`src/rtl/logic_unit_pipe_pkg.sv`:
```
`default_nettype none
// ============================================================================
// Module   : logic_unit_pipe_pkg
// Purpose  : Shared op encoding for the pipelined logic unit.
// Revision : 1.0
// ============================================================================
package logic_unit_pipe_pkg;

    typedef logic [2:0] op_t;

    // Codes 000-011 keep the legacy cell mapping: op[0] inverts, op[1] selects OR.
    localparam op_t OP_AND  = 3'b000;
    localparam op_t OP_NAND = 3'b001;
    localparam op_t OP_OR   = 3'b010;
    localparam op_t OP_NOR  = 3'b011;
    localparam op_t OP_XOR  = 3'b100;
    localparam op_t OP_XNOR = 3'b101;
    localparam op_t OP_NOTA = 3'b110;
    localparam op_t OP_PASS = 3'b111;

endpackage : logic_unit_pipe_pkg
`default_nettype wire

```
`src/rtl/logic_unit_pipe_fn.sv`:
```
`default_nettype none
// ============================================================================
// Module   : logic_fn
// Purpose  : Combinational eight-way bitwise function of A and effective B.
// Revision : 1.0
// ============================================================================
module logic_fn
    import logic_unit_pipe_pkg::*;
#(
    parameter int W = 4
) (
    input  logic [2:0]   i_op,
    input  logic [W-1:0] i_a,
    input  logic [W-1:0] i_b,
    output logic [W-1:0] o_f
);

    always_comb begin
        o_f = '0;
        case (op_t'(i_op))
            OP_AND:  o_f = i_a & i_b;
            OP_NAND: o_f = ~(i_a & i_b);
            OP_OR:   o_f = i_a | i_b;
            OP_NOR:  o_f = ~(i_a | i_b);
            OP_XOR:  o_f = i_a ^ i_b;
            OP_XNOR: o_f = ~(i_a ^ i_b);
            OP_NOTA: o_f = ~i_a;
            OP_PASS: o_f = i_a;
            default: o_f = '0;
        endcase
    end

endmodule : logic_fn
`default_nettype wire

```
`src/rtl/logic_unit_pipe.sv`:
```
`default_nettype none
// ============================================================================
// Module   : logic_unit_pipe
// Purpose  : Registered logic unit with accumulator, valid/ready output stage,
//            zero flag and saturating operation counter.
// Revision : 1.0
// ============================================================================
module logic_unit_pipe
    import logic_unit_pipe_pkg::*;
#(
    parameter int W     = 4,
    parameter int CNT_W = 8
) (
    input  logic             clk,
    input  logic             rst,
    input  logic             in_valid,
    output logic             in_ready,
    input  logic [W-1:0]     a,
    input  logic [W-1:0]     b,
    input  logic [2:0]       op,
    input  logic             acc_en,
    input  logic             acc_clr,
    output logic             out_valid,
    input  logic             out_ready,
    output logic [W-1:0]     s,
    output logic             zero,
    output logic [W-1:0]     acc,
    output logic [CNT_W-1:0] op_count
);

    logic             r_out_valid;
    logic [W-1:0]     r_s;
    logic             r_zero;
    logic [W-1:0]     r_acc;
    logic [CNT_W-1:0] r_op_count;

    logic             w_xfer;
    logic [W-1:0]     w_b_eff;
    logic [W-1:0]     w_f;

    // Output slot is free when empty or being drained this cycle.
    assign in_ready = !r_out_valid || out_ready;
    assign w_xfer   = in_valid && in_ready;

    always_comb begin
        w_b_eff = b;
        if (acc_en) begin
            w_b_eff = acc_clr ? '0 : r_acc;
        end
    end

    logic_fn #(
        .W (W)
    ) u_logic_fn (
        .i_op (op),
        .i_a  (a),
        .i_b  (w_b_eff),
        .o_f  (w_f)
    );

    always_ff @(posedge clk or posedge rst) begin
        if (rst) begin
            r_out_valid <= 1'b0;
            r_s         <= '0;
            r_zero      <= 1'b1;
            r_acc       <= '0;
            r_op_count  <= '0;
        end else if (w_xfer) begin
            r_out_valid <= 1'b1;
            r_s         <= w_f;
            r_zero      <= (w_f == '0);
            if (acc_en) begin
                r_acc <= w_f;
            end
            if (r_op_count != {CNT_W{1'b1}}) begin
                r_op_count <= r_op_count + CNT_W'(1);
            end
        end else if (out_ready) begin
            // Drain without replacement; result and flag keep their last value.
            r_out_valid <= 1'b0;
        end
    end

    assign out_valid = r_out_valid;
    assign s         = r_s;
    assign zero      = r_zero;
    assign acc       = r_acc;
    assign op_count  = r_op_count;

endmodule : logic_unit_pipe
`default_nettype wire

```
`config.mk`:
```
export PLATFORM = sky130hd
export DESIGN_NAME = logic_unit_pipe
export DESIGN_NICKNAME = d
export VERILOG_FILES = /design/src/rtl/logic_unit_pipe_pkg.sv /design/src/rtl/logic_unit_pipe_fn.sv /design/src/rtl/logic_unit_pipe.sv
export SDC_FILE = /design/constraint.sdc
export NUM_CORES = 1
export LEC_CHECK = 0
export BUFFER_PORTS_ARGS = -buffer_cell sky130_fd_sc_hd__buf_2
export CORE_ASPECT_RATIO = 1.25
export CORE_UTILIZATION = 35
export CTS_BUF_LIST = sky130_fd_sc_hd__clkbuf_8 sky130_fd_sc_hd__clkbuf_16
export DETAILED_ROUTE_END_ITERATION = 12
export MAX_ROUTING_LAYER = met4
export SLEW_MARGIN = 10
export SYNTH_ARGS = -nofsm -noshare
export SYNTH_HDL_FRONTEND = slang
export SYNTH_SLANG_ARGS = --single-unit
```
`constraint.sdc`:
```
create_clock -name clk -period 5.3 [get_ports clk]
set_clock_uncertainty 0.1 [all_clocks]
set_input_delay 0.265 -clock clk [delete_from_list [all_inputs] [get_ports clk]]
set_output_delay 0.265 -clock clk [all_outputs]
set_load 0.02 [all_outputs]
```
==> Yosys cells after proc, flatten, opt, wreduce, memory -nomap -nowiden <==
Cells that the tools add are included.
{ "totals": {"regBits": 18, "output_inout_bits": 19} }
{ "classes": {"add_sub_neg": 1, "n_eq_ne": 8, "mux": 5, "bitwise_logic": 7, "n_reduce_logical": 8} }
{ "op_table": {"columns": ["cell", "n"], "rows": [
  ["4-bit one-hot mux with 8 select lines", 1],
  ["4-bit NOT", 4],
  ["3-bit == test (second input constant)", 4],
  ["8-bit by 1-bit adder with 8-bit output (second input constant)", 1],
  ["4-bit two-way mux", 2],
  ["8-bit != test (second input constant)", 1],
  ["3-bit by 2-bit == test with 1-bit output (second input constant)", 2],
  ["4-bit bitwise AND", 1],
  ["4-bit logical NOT", 1],
  ["4-bit OR", 1],
  ["2-bit AND reduction", 2],
  ["4-bit XOR", 1],
  ["3-bit by 1-bit == test with 1-bit output (second input constant)", 1],
  ["3-bit logical NOT", 1],
  ["1-bit two-way mux", 2],
  ["2-bit nonzero test", 1],
  ["1-bit logical AND", 1],
  ["1-bit logical NOT", 1],
  ["1-bit logical OR", 1]
]} }

==> Depth between registers and ports, before layout <==
Gate-level depths: netlist (run 1).
{ "depth": {"depth_word": 6, "mapped_depth": 10} }

==> Hierarchy <==
From an unflattened synthesis (run 1), not the netlist that was laid out.
{ "unflattened": {"cells_unflattened": 113, "area_unflattened_um2": 1152.4} }
{ "modules_own_cells": {"columns": ["mod", "instances", "cells_each", "area_each_um2", "seq_area_each_um2"], "rows": [
  ["logic_unit_pipe", 1, 85, 882.1, 451.7],
  ["logic_fn", 1, 28, 270.3, 0.0]
]} }

==> Worst setup path after synthesis (run 1) <==
Ideal clock, no wire load.
{ "synth_path": {"kind": "input port to flip-flop", "from": "in acc_en", "to": "reg r_zero (netlist: zero)", "setup_time_ps": 73, "arrival_time_ps": 2221, "t_required_ps": 5127, "setup_slack_ps": 2907, "path_stages": 9, "cell_sequence": "clkbuf_1 -> nand3b_1 -> o21ai_0 -> inv_1 -> ha_1 -> mux4_2 -> xor2_1 -> or4_1 -> o21ai_1"} }
{ "synth_via": {"elab_chain_cells": 5} }
{ "synth_lines": {"columns": ["item", "line_no", "text"], "rows": [
  ["start, declared", "logic_unit_pipe.sv:21", "input logic acc_en,"],
  ["4-bit two-way mux *", "logic_unit_pipe.sv:47", "if (acc_en) begin"],
  ["4-bit XOR, or another cell as far along", "logic_unit_pipe_fn.sv:25, logic_unit_pipe_fn.sv:26", null],
  ["4-bit NOT (on tied branches)", "logic_unit_pipe_fn.sv:26, logic_unit_pipe_fn.sv:22, logic_unit_pipe_fn.sv:24", null],
  ["4-bit one-hot mux with 8 select lines *", "logic_unit_pipe_fn.sv:20", "case (op_t'(i_op))"],
  ["4-bit logical NOT *", "logic_unit_pipe.sv:71", "r_zero <= (w_f == '0);"],
  ["end signal, assigned", "logic_unit_pipe.sv:71", null],
  ["end, declared", "logic_unit_pipe.sv:33", "logic r_zero;"]
]} }
Every way passes the cells marked *; elsewhere a longest branch is shown, timed or not.
A chain may end at the register's enable or synchronous reset.

==> Worst setup path in the final report (run 1) <==
{ "layout_path": {"from": "reg r_acc[0] (netlist: acc[0])", "to": "reg r_zero (netlist: zero)"} }
{ "layout_via": {"elab_chain_cells": 6} }
{ "layout_lines": {"columns": ["item", "line_no", "text"], "rows": [
  ["start, declared", "logic_unit_pipe.sv:34", "logic [W-1:0] r_acc;"],
  ["start signal, assigned", "logic_unit_pipe.sv:73", "r_acc <= w_f;"],
  ["4-bit two-way mux *", "logic_unit_pipe.sv:48", "w_b_eff = acc_clr ? '0 : r_acc;"],
  ["4-bit two-way mux *", "logic_unit_pipe.sv:47", null],
  ["4-bit XOR, or another cell as far along", "logic_unit_pipe_fn.sv:25, logic_unit_pipe_fn.sv:26", null],
  ["4-bit NOT (on tied branches)", "logic_unit_pipe_fn.sv:26, logic_unit_pipe_fn.sv:22, logic_unit_pipe_fn.sv:24", null],
  ["4-bit one-hot mux with 8 select lines *", "logic_unit_pipe_fn.sv:20", null],
  ["4-bit logical NOT *", "logic_unit_pipe.sv:71", null]
]} }
Marked as above.

==> metrics.csv, run 1 <==
stage;metric;value;unit
die;initial core utilization;36.70;%
sta;final hold slack;7.369;ps
routing;antenna viol nets, final;0;
yosys;cell count after synthesis;98;
routing;Total Wirelength;2.009;mm
setup_path;Setup crit start kind;register;
place;Place WS;2800;ps
global_route;GRT busiest layer;met2;
setup_path;Worst EP arrival;2460;ps
power;Sw Share;38.16;%
routing;DR vias;845;
yosys;ys flop type;dfrtp_1;
power;sw power;196.6;uW
sta;Setup TNS;0;ps
place;DP HPWL;1.683;mm
routing;DR pass1 iterations;4;
sta;Final period util;44.91;%
clocking;CTS tree;built;
sta;RSZ-0062 raised after global routing;no;
clocking;Resized Gates After CTS;0;
global_route;met3 Resource Use GR;1.667;%
die;Die Width;51.71;um
die;die height;64.14;um
final_layout;antenna cells;0;
sta;final-report setup violation count;0;
clocking;maximum root-to-sink buffer count;2;
die;I/O Pins;36;
setup_path;CP required;5380;ps
sta;Slew Limit Fails;0;
clocking;Reg clk slew, reported paths;70;ps
yosys;Synth async-reset ratio;100.0;%
yosys;Post-Syn Nets;124;
final_layout;share of cells above drive strength 1;37.50;%
routing;initial drt markers;7;
clocking;TritonCTS buffer count;3;
place;RD Place Congestion;0.7034;
sta;hold violation total from the final report;0;
sta;Tightest Pin Transition;671.9;ps
power;Pwr Density;383.8;nW/um^2
power;Leakage;0.0006736;uW
yosys;Ys Warns;0;
die;placeable core area;2945;sq um
yosys;#FFs+latches synth;18;
clocking;clock latency on the worst-skew pair;250;ps
global_route;vias in the first global route;892;
clocking;CTS HTree Levels;1;
die;Core Rows;22;
outcome;outcome;finished clean;
global_route;largest net degree at the start of global routing;19;
final_layout;fin util;45.58;%
final_layout;Area Overhead vs Synth;24.19;%
clocking;Root Driver;clkbuf_8;
yosys;Post-Syn Area;1081;sq um
power;Clk network pwr share;18.1;%
yosys;number of synthesized flops with an enable pin;0;
clocking;Post-CTS Repair Setup Buffers;0;
global_route;total gr overflow;0;
global_route;met2 Use GR;27.44;%
routing;DRC viols;0;
sta;setup ws final;2920;ps
routing;routed via count divided by cell count;4.913;
run;number of max-cap violations;0;
setup_path;CP endpoint kind;register;
power;Peak VDD IR;0.0001663;V
sta;min Tclk post-route;2380;ps
final_layout;Non-Filler Instances;172;
sta;max_slew headroom;55.15;%
yosys;sequential element share of the synthesized area;41.78;%
clocking;hold_buf cts;0;
place;Placed Cells;168;
yosys;Mean Syn Cell Area;11.03;sq um
power;Internal;318.6;uW
global_route;first-pass GRT wire length;3.650;mm
min_path;Hold WC Path Type;input pin to async pin;
global_route;grt met1 use;15.62;%
die;Die ar.;3316;sq um
setup_path;Critical Setup Path Class;register to register;
final_layout;nets;163;
global_route;gr usage total;14.91;%
power;combinational share of power;39.2;%
clocking;Num Clock Sinks;18;
yosys;synth unique cells;23;
place;count of input and output buffers;35;
global_route;initial antenna violation count;0;
setup_path;critical-path maximum fanout;3;
sta;Max Freq;420.1;MHz
routing;WL/cell;11.68;um
power;sequential power share;42.6;%
==> synthesized netlist by cell type (3+ instances only) <==
| library cell | n | area [sq um] |
|---|---|---|
| nand3b_1 | 4 | 30.03 |
| o21ai_0 | 4 | 20.02 |
| dfrtp_1 | 17 | 425.4 |
| inv_1 | 15 | 56.30 |
| clkinv_1 | 4 | 15.01 |
| ha_1 | 9 | 112.6 |
| mux2_2 | 9 | 101.4 |
| nor2_1 | 3 | 11.26 |
| xnor2_1 | 5 | 43.79 |
| xor2_1 | 6 | 52.55 |
| nand2_1 | 6 | 22.52 |
| mux4_2 | 3 | 67.56 |
==> sequential cells by signal (all words and copies together), names as in the netlist <==
name / cells
acc: 4
op_count: 8
out_valid: 1
s: 4
zero: 1
==> per-stage QoR <==
| step | power (uW) | instance area, sq um |
|---|---|---|
| 6_report | 515.3 | 1343 |
| 3_3_place_gp | 423.0 | 1297 |
| 2_1_floorplan | 354.5 | 1081 |
| 5_1_grt | 559.2 | 1343 |
| 4_1_cts | 525.0 | 1343 |
| 3_5_place_dp | 427.9 | 1297 |
==> final cells by class <==
type,count,area [sq um]
Clock inverter,1,3.754
Clock buffer,3,41.29
Inverter,19,71.32
Sequential cell,18,451.7
Tap cell,36,45.04
Multi-Input combinational cell,60,554.3
Timing Repair Buffer,35,175.2
Fill cell,292,1603
==> final timing paths <==
check	depth (start not counted)	endpoint	slack [ps]	from
min in group clk	2	out_valid$_DFFE_PP0P_	190	in_valid
max in group asynchronous	2	op_count[2]$_DFFE_PP0P_	4670	rst
setup / recovery	8	zero$_DFFE_PP1P_	2920	acc[0]$_DFFE_PP0P_
hold / removal	2	s[2]$_DFFE_PP0P_	7	rst
setup reg to reg	8	zero$_DFFE_PP1P_	2920	acc[0]$_DFFE_PP0P_
hold reg to reg	2	zero$_DFFE_PP1P_	360	zero$_DFFE_PP1P_
==> cell families (layout without fill, tap and decap cells) <==
| family | count (synthesis) | after routing | synth area share (%) |
|---|---|---|---|
| muxes | 13 | 13 | 18.06 |
| buffers and inverters | 20 | 58 | 6.943 |
| AOI/OAI and AO/OA | 7 | 7 | 3.935 |
| adders and majority gates | 9 | 9 | 10.42 |
| DFF | 18 | 18 | 41.78 |
| and+or+nand+nor | 20 | 20 | 9.953 |
| xor gates and xnor gates | 11 | 11 | 8.912 |
==> placed cells by master, fill, tap and decap left out, drive strengths merged, types with 3 or more instances in the layout <==
cell / instances
clkbuf: 3
buf: 35
nand3b: 4
o21ai: 5
clkinv: 4
nand2: 6
ha: 9
inv: 16
xnor2: 5
mux4: 4
nor2: 3
dfrtp: 17
mux2: 9
xor2: 6
==> worst max-delay path: stages (launching register included) <==
cell      delay, ps
dfrtp_1         380
nand3b_1         80
o21ai_0         120
inv_1            70
ha_1            260
mux4_2          460
xor2_1          180
or4_1           520
o21ai_1         120
==> power by group through the flow <==
| stage | registers, uW | clock network, uW | logic (uW) |
|---|---|---|---|
| 3_5_place_dp | 222 | 0 | 206 |
| 4_1_cts | 220 | 98.7 | 206 |
| 3_3_place_gp | 222 | 0 | 201 |
| 6_report | 220 | 93.4 | 202 |
| 2_1_floorplan | 269 | 0 | 85.2 |
| 5_1_grt | 229 | 105 | 225 |
==> routing by layer <==
layer / part of all wire (%) / vias to the layer above / routed length (um)
met2: 55 / 28 / 1103
met4: 0.50 / 0 / 10
met5: 0 / - / 0
met3: 5.6 / 2 / 112
li1: - / 402 / -
met1: 39 / 413 / 782
(Power assumes the default switching activity.)
==> inputs of run 2 (changes only) <==
==> constraint.sdc (replaced) <==
create_clock -name clk -period 2 [get_ports clk]
set_clock_uncertainty 0.1 [all_clocks]
set_input_delay 0.1 -clock clk [delete_from_list [all_inputs] [get_ports clk]]
set_output_delay 0.1 -clock clk [all_outputs]
set_load 0.02 [all_outputs]
==> run 2 against run 1 <==
Net effect:
- the run now ends with negative setup slack left
- final cell count rose by 8.1%
- maximum frequency rose by 3.7%
- worst hold slack improved by 2.4 ps
- flip-flop and latch count did not move
- global-route usage rose by 2.1 points
- sequential power rose to 2.6 times the previous value
- worst setup slack got worse by 3200 ps
- combinational power rose to 3.2 times the previous value
- sequential share of layout area fell by 2.8 points
- design area rose by 10%
- critical path type unchanged
- highest routed layer unchanged
==> metrics.csv, run 2 (synthesis results as in run 1) <==
stage;metric;value;unit;change
outcome;outcome;finished, violations left;;was finished clean
outcome;violated checks;negative setup slack;;
clocking;CTS HTree Levels;1;;unchanged
routing;DR pass1 iterations;3;;was 4
min_path;Hold WC Path Type;input pin to register;;was input pin to async pin
clocking;Num Clock Sinks;18;;unchanged
setup_path;critical-path maximum fanout;2;;was 3
setup_path;crit path capture;zero$_DFFE_PP1P_;;unchanged
die;initial core utilization;36.70;%;unchanged
setup_path;Setup crit start kind;register;;unchanged
final_layout;design area;1480;sq um;was 1343 sq um
global_route;first-pass GRT wire length;4.022;mm;was 3.650 mm
sta;Final period util;114.8;%;was 44.91%
setup_path;Critical Setup Path Class;register to register;;unchanged
place;count of input and output buffers;35;;unchanged
die;Die ar.;3316;sq um;unchanged
final_layout;max reg flops;8;;unchanged
setup_path;Critical-path top delay cell;or4_1;;unchanged
clocking;CTS tree;built;;unchanged
final_layout;# fillers;265;;was 292
routing;DRC viols;0;;unchanged
place;RD Place Congestion;0.7085;;was 0.7034
final_layout;commonest cells after routing, fill and taps aside;buf_2, inv_1, dfrtp_1, buf_4, ha_1;;was buf_2, dfrtp_1, inv_1, mux2_2, ha_1
setup_path;Critical Path Source;acc[1]$_DFFE_PP0P_;;was acc[0]$_DFFE_PP0P_
power;total power;1522;uW;was 515.3 uW
routing;routed via count divided by cell count;4.785;;was 4.913
final_layout;Area Overhead vs Synth;36.92;%;was 24.19%
sta;hold violation total from the final report;0;;unchanged
place;DP Area;1378;sq um;was 1297 sq um
setup_path;r2r setup slk;-300;ps;was 2920 ps
die;Core Rows;22;;unchanged
setup_path;CP endpoint kind;register;;unchanged
final_layout;antenna cells;0;;unchanged
global_route;gr usage total;17.03;%;was 14.91%
sta;final-report setup violation count;9;;was 0
setup_path;critical path's largest stage delay;490;ps;was 520 ps
sta;setup ws final;-295.8;ps;was 2920 ps
routing;antenna viol nets, final;0;;unchanged
sta;RSZ-0062 raised after global routing;yes;;was no
global_route;vias in the first global route;977;;was 892
clocking;maximum root-to-sink buffer count;2;;unchanged
sta;Max Freq;435.6;MHz;was 420.1 MHz
setup_path;CP required;2080;ps;was 5380 ps
place;DP HPWL;1.906;mm;was 1.683 mm
min_path;WHS Path Cells;2;;
sta;max_slew headroom;53.11;%;was 55.15%
power;Leakage;0.0007451;uW;was 0.0006736 uW
clocking;clock latency on the worst-skew pair;250;ps;about the same
die;placeable core area;2945;sq um;unchanged
sta;min Tclk post-route;2296;ps;was 2380 ps
die;die height;64.14;um;unchanged
setup_path;worst path cell trace;nand3b_1 -> o21ai_2 -> inv_1 -> ha_1 -> mux4_2 -> xor2_1 -> or4_1 -> o21ai_1;;was nand3b_1 -> o21ai_0 -> inv_1 -> ha_1 -> mux4_2 -> xor2_1 -> or4_1 -> o21ai_1
routing;WL/cell;12.59;um;was 11.68 um
clocking;TritonCTS buffer count;3;;unchanged
clocking;Root Driver;clkbuf_8;;unchanged
sta;Tightest Pin Transition;702.6;ps;was 671.9 ps
global_route;total gr overflow;0;;unchanged
sta;Slew Limit Fails;0;;unchanged
final_layout;nets;177;;was 163
global_route;largest net degree at the start of global routing;19;;unchanged
die;I/O Pins;36;;unchanged
setup_path;RR Endpoint;zero$_DFFE_PP1P_;;unchanged
final_layout;commonest non-fill, non-tap cell in the layout;buf_2;;unchanged
routing;initial drt markers;3;;was 7
final_layout;fin util;50.25;%;was 45.58%
final_layout;multi-input logic area;569.3;sq um;was 554.3 sq um
run;number of max-cap violations;0;;unchanged
setup_path;worst-case reg-to-reg path depth;8;;unchanged
final_layout;share of cells above drive strength 1;49.33;%;was 37.50%
global_route;initial antenna violation count;0;;unchanged
die;Die Width;51.71;um;unchanged
clocking;Reg clk slew, reported paths;70;ps;about the same
setup_path;Worst EP arrival;2380;ps;was 2460 ps
final_layout;Seq. cell area;456.7;sq um;was 451.7 sq um
routing;DR vias;890;;was 845
setup_path;worst reg2reg startpoint;acc[1]$_DFFE_PP0P_;;was acc[0]$_DFFE_PP0P_
routing;Total Wirelength;2.341;mm;was 2.009 mm
power;Peak VDD IR;0.0005441;V;was 0.0001663 V
power;Pwr Density;1028;nW/um^2;was 383.8 nW/um^2
-- run 2: area by class of cell --
class / count / share of cell area (%)
Inverter: 19 / 4.818
Sequential cell: 18 / 30.85
Multi-Input combinational cell: 60 / 38.46
Timing Repair Buffer: 49 / 19.10
Tap cell: 36 / 3.043
Clock buffer: 4 / 3.719
-- run 2: stage by stage --
step	worst slack, ps	hold WS (ps)	std cells	TNS [ps]
3_3_place_gp	-251.0	139.0	178	-957.3
2_1_floorplan	-312.6	-62.43	98	-381.2
4_1_cts	-313.7	1.859	183	-1474
6_report	-295.8	9.779	186	-1076
5_1_grt	-390.2	16.66	186	-1839
3_5_place_dp	-316.8	142.2	178	-1414
-- run 2: where the power goes --
group | switching, uW | internal [uW]
registers | 98.3 | 482
clock network | 121 | 175
logic | 339 | 306
total | 559 | 963
-- run 2: worst max-delay path: cells and delay by family (launching register included) --
| kind | cells | cell delay (ps) |
|---|---|---|
| compound gates | 2 | 210 |
| xor+xnor | 1 | 160 |
| mux | 1 | 470 |
| buf+inv | 1 | 60 |
| flops | 1 | 360 |
| fa+ha+maj | 1 | 270 |
| simple gates | 2 | 580 |
-- run 2: metal layers --
layer  GRT usage [%]  vias up  share of wire (%)
met3           1.429        6                4.3
met1           18.07      418                 40
met4           10.81        0                3.0
met2           29.55       31                 53
met5               -        -                  0
li1                -      435                  -
-- run 2: repair_timing --
action	CTS	global route
hold buffers	1	0
endpoints found under the hold margin	17	0
endpoints found under the setup margin	9	9
resized for setup	3	6
buffers inserted	1	3
-- run 2: worst min-delay path by stage --
stage                     startpoint                       to  slack (ps)
after floorplan                  rst  op_count[0]$_DFFE_PP0P_         -60
after global placement           rst         s[1]$_DFFE_PP0P_         140
after detailed placement         rst         s[1]$_DFFE_PP0P_         140
after CTS                   in_valid    out_valid$_DFFE_PP0P_           2
after global routing        in_valid    out_valid$_DFFE_PP0P_          20
final                       in_valid    out_valid$_DFFE_PP0P_          10
==> inputs of run 3 (changes only) <==
--- a/config.mk
+++ b/config.mk
@@ -5,7 +5,7 @@
 export SDC_FILE = /design/constraint.sdc
 export NUM_CORES = 1
 export LEC_CHECK = 0
-export BUFFER_PORTS_ARGS = -buffer_cell sky130_fd_sc_hd__buf_2
+export BUFFER_PORTS_ARGS = -buffer_cell sky130_fd_sc_hd__clkbuf_2
 export CORE_ASPECT_RATIO = 1.25
 export CORE_UTILIZATION = 35
 export CTS_BUF_LIST = sky130_fd_sc_hd__clkbuf_8 sky130_fd_sc_hd__clkbuf_16
==> constraint.sdc (replaced) <==
create_clock -name clk -period 2.7 [get_ports clk]
set_clock_uncertainty 0.1 [all_clocks]
set_input_delay 0.135 -clock clk [delete_from_list [all_inputs] [get_ports clk]]
set_output_delay 0.135 -clock clk [all_outputs]
set_load 0.02 [all_outputs]
==> run 3 against run 2 <==
Net effect:
- the flow now finishes without violations
- total power decreased by 33%
- clock power decreased by 37%
- final cell count decreased by 7.0%
- worst setup slack improved by 610 ps
- sequential power is 25% lower
- critical path type unchanged
==> metrics.csv, run 3 (synthesis results as in run 1) <==
stage;metric;value;unit;change
outcome;outcome;finished clean;;was finished, violations left
global_route;largest net degree at the start of global routing;19;;unchanged
routing;routed via count divided by cell count;4.798;;was 4.785
sta;Slew Limit Fails;0;;unchanged
routing;initial drt markers;23;;was 3
final_layout;# fillers;286;;was 265
power;sw power;392.0;uW;was 558.6 uW
final_layout;share of cells above drive strength 1;37.23;%;was 49.33%
final_layout;antenna cells;0;;unchanged
power;Leakage;0.0006833;uW;was 0.0007451 uW
setup_path;CP endpoint kind;register;;unchanged
sta;Setup TNS;0;ps;was -1076 ps
final_layout;nets;164;;was 177
final_layout;commonest non-fill, non-tap cell in the layout;clkbuf_2;;was buf_2
routing;DR pass1 iterations;4;;was 3
setup_path;worst path bufs/invs;1;;unchanged
sta;min Tclk post-route;2390;ps;was 2296 ps
routing;WL/cell;12.04;um;was 12.59 um
global_route;gr usage total;15.18;%;was 17.03%
sta;Max Freq;418.3;MHz;was 435.6 MHz
power;Sw Share;38.58;%;was 36.70%
sta;final-report setup violation count;0;;was 9
power;Pwr Density;751.3;nW/um^2;was 1028 nW/um^2
place;count of input and output buffers;35;;unchanged
routing;DR vias;830;;was 890
sta;hold violation total from the final report;0;;unchanged
global_route;initial antenna violation count;0;;unchanged
sta;Tightest Pin Transition;676.5;ps;was 702.6 ps
run;number of max-cap violations;0;;unchanged
setup_path;critical-path maximum fanout;3;;was 2
min_path;WHS Path Cells;2;;unchanged
place;RD Place Congestion;0.7387;;was 0.7085
clocking;TritonCTS buffer count;3;;unchanged
routing;antenna viol nets, final;0;;unchanged
routing;DRC viols;0;;unchanged
die;Core Rows;22;;unchanged
clocking;clock latency on the worst-skew pair;250;ps;about the same
clocking;Reg clk slew, reported paths;70;ps;about the same
setup_path;worst path cell trace;nand3b_1 -> o21ai_0 -> inv_1 -> ha_1 -> mux4_2 -> xor2_1 -> or4_1 -> o21ai_1;;was nand3b_1 -> o21ai_2 -> inv_1 -> ha_1 -> mux4_2 -> xor2_1 -> or4_1 -> o21ai_1
die;die height;64.14;um;unchanged
die;I/O Pins;36;;unchanged
power;Clk network pwr share;18.4;%;was 19.4%
setup_path;Critical-path top delay cell;or4_1;;unchanged
clocking;maximum root-to-sink buffer count;2;;unchanged
setup_path;critical path's largest stage delay;520;ps;was 490 ps
clocking;Num Clock Sinks;18;;unchanged
global_route;vias in the first global route;869;;was 977
final_layout;Area Overhead vs Synth;25.12;%;was 36.92%
power;Peak VDD IR;0.0003437;V;was 0.0005441 V
setup_path;worst-case reg-to-reg path depth;8;;unchanged
global_route;total gr overflow;0;;unchanged
final_layout;fin util;45.92;%;was 50.25%
min_path;Hold WC Path Type;input pin to register;;unchanged
setup_path;WP depth;8;;unchanged
die;Die ar.;3316;sq um;unchanged
setup_path;CP required;2780;ps;was 2080 ps
clocking;CTS HTree Levels;1;;unchanged
sta;max_slew headroom;54.85;%;was 53.11%
power;total power;1016;uW;was 1522 uW
clocking;Root Driver;clkbuf_8;;unchanged
final_layout;max reg flops;8;;unchanged
power;combinational share of power;39.0;%;was 42.4%
routing;Total Wirelength;2.083;mm;was 2.341 mm
die;placeable core area;2945;sq um;unchanged
setup_path;Setup crit start kind;register;;unchanged
place;DP HPWL;1.757;mm;was 1.906 mm
clocking;CTS tree;built;;unchanged
global_route;first-pass GRT wire length;3.684;mm;was 4.022 mm
die;Die Width;51.71;um;unchanged
setup_path;Crit path max-delay family;simple AND/OR/NAND/NOR gates;;unchanged
final_layout;commonest cells after routing, fill and taps aside;clkbuf_2, dfrtp_1, inv_1, mux2_2, ha_1;;was buf_2, inv_1, dfrtp_1, buf_4, ha_1
setup_path;Critical Setup Path Class;register to register;;unchanged
power;Internal;624.1;uW;was 963.3 uW
sta;Final period util;88.53;%;was 114.8%
sta;RSZ-0062 raised after global routing;no;;was yes
power;sequential power share;42.6;%;was 38.1%
setup_path;Worst EP arrival;2470;ps;was 2380 ps
die;initial core utilization;36.70;%;unchanged
[run 3: cell count changes in the layout (fill, tap and decap cells not counted), sizes merged]
cell / delta
clkbuf: +34
buf: -48
inv: +1
[run 3: final timing paths]
path	slack, ps	endpoint	start
min in group asynchronous	410	op_count[6]$_DFFE_PP0P_	rst
max reg2reg	310	zero$_DFFE_PP1P_	acc[0]$_DFFE_PP0P_
min	50	out_valid$_DFFE_PP0P_	in_valid
max in group asynchronous	1650	acc[1]$_DFFE_PP0P_	rst
max	310	zero$_DFFE_PP1P_	acc[0]$_DFFE_PP0P_
min reg2reg	370	zero$_DFFE_PP1P_	zero$_DFFE_PP1P_
[run 3: layout make-up]
| cell class | count | area, sq um | area share, % |
|---|---|---|---|
| inverters | 19 | 71.32 | 5.273 |
| clock inverters | 1 | 3.754 | 0.2775 |
| repair buffers | 36 | 185.2 | 13.69 |
| flip-flops and latches | 18 | 451.7 | 33.39 |
| well taps | 36 | 45.04 | 3.330 |
| multi-input cells | 60 | 554.3 | 40.98 |
| clock buffers | 3 | 41.29 | 3.053 |
[run 3: per-stage QoR]
step / worst slack, ps / hold slack [ps] / cells / instance area [sq um]
after floorplan: 334.4 / -27.16 / 98 / 1081
after global placement: 336.0 / 157.8 / 168 / 1297
after detailed placement: 307.4 / 160.1 / 168 / 1297
final: 309.6 / 51.51 / 173 / 1353
after global routing: 163.8 / 64.79 / 173 / 1353
after CTS: 282.0 / 49.97 / 173 / 1353
[run 3: per-layer routing]
layer  up-vias  track usage (%)  wire length [um]
met2        34            27.44              1088
li1        408                -                 -
met3         2            2.143               137
met4         0            6.081                10
met5         -                -                 0
met1       386            16.12               847
[run 3: power groups by stage]
stage,sequential [uW],combinational (uW),clock [uW]
3_3_place_gp,434,395,0
4_1_cts,435,403,194
6_report,433,397,187
5_1_grt,449,443,212
2_1_floorplan,528,167,0
3_5_place_dp,440,401,0
[run 3: timing repair]
item,in CTS,in global routing
resized for setup,0,0
buffers inserted,0,0
hold endpoints to repair,17,0
hold buffers,1,0
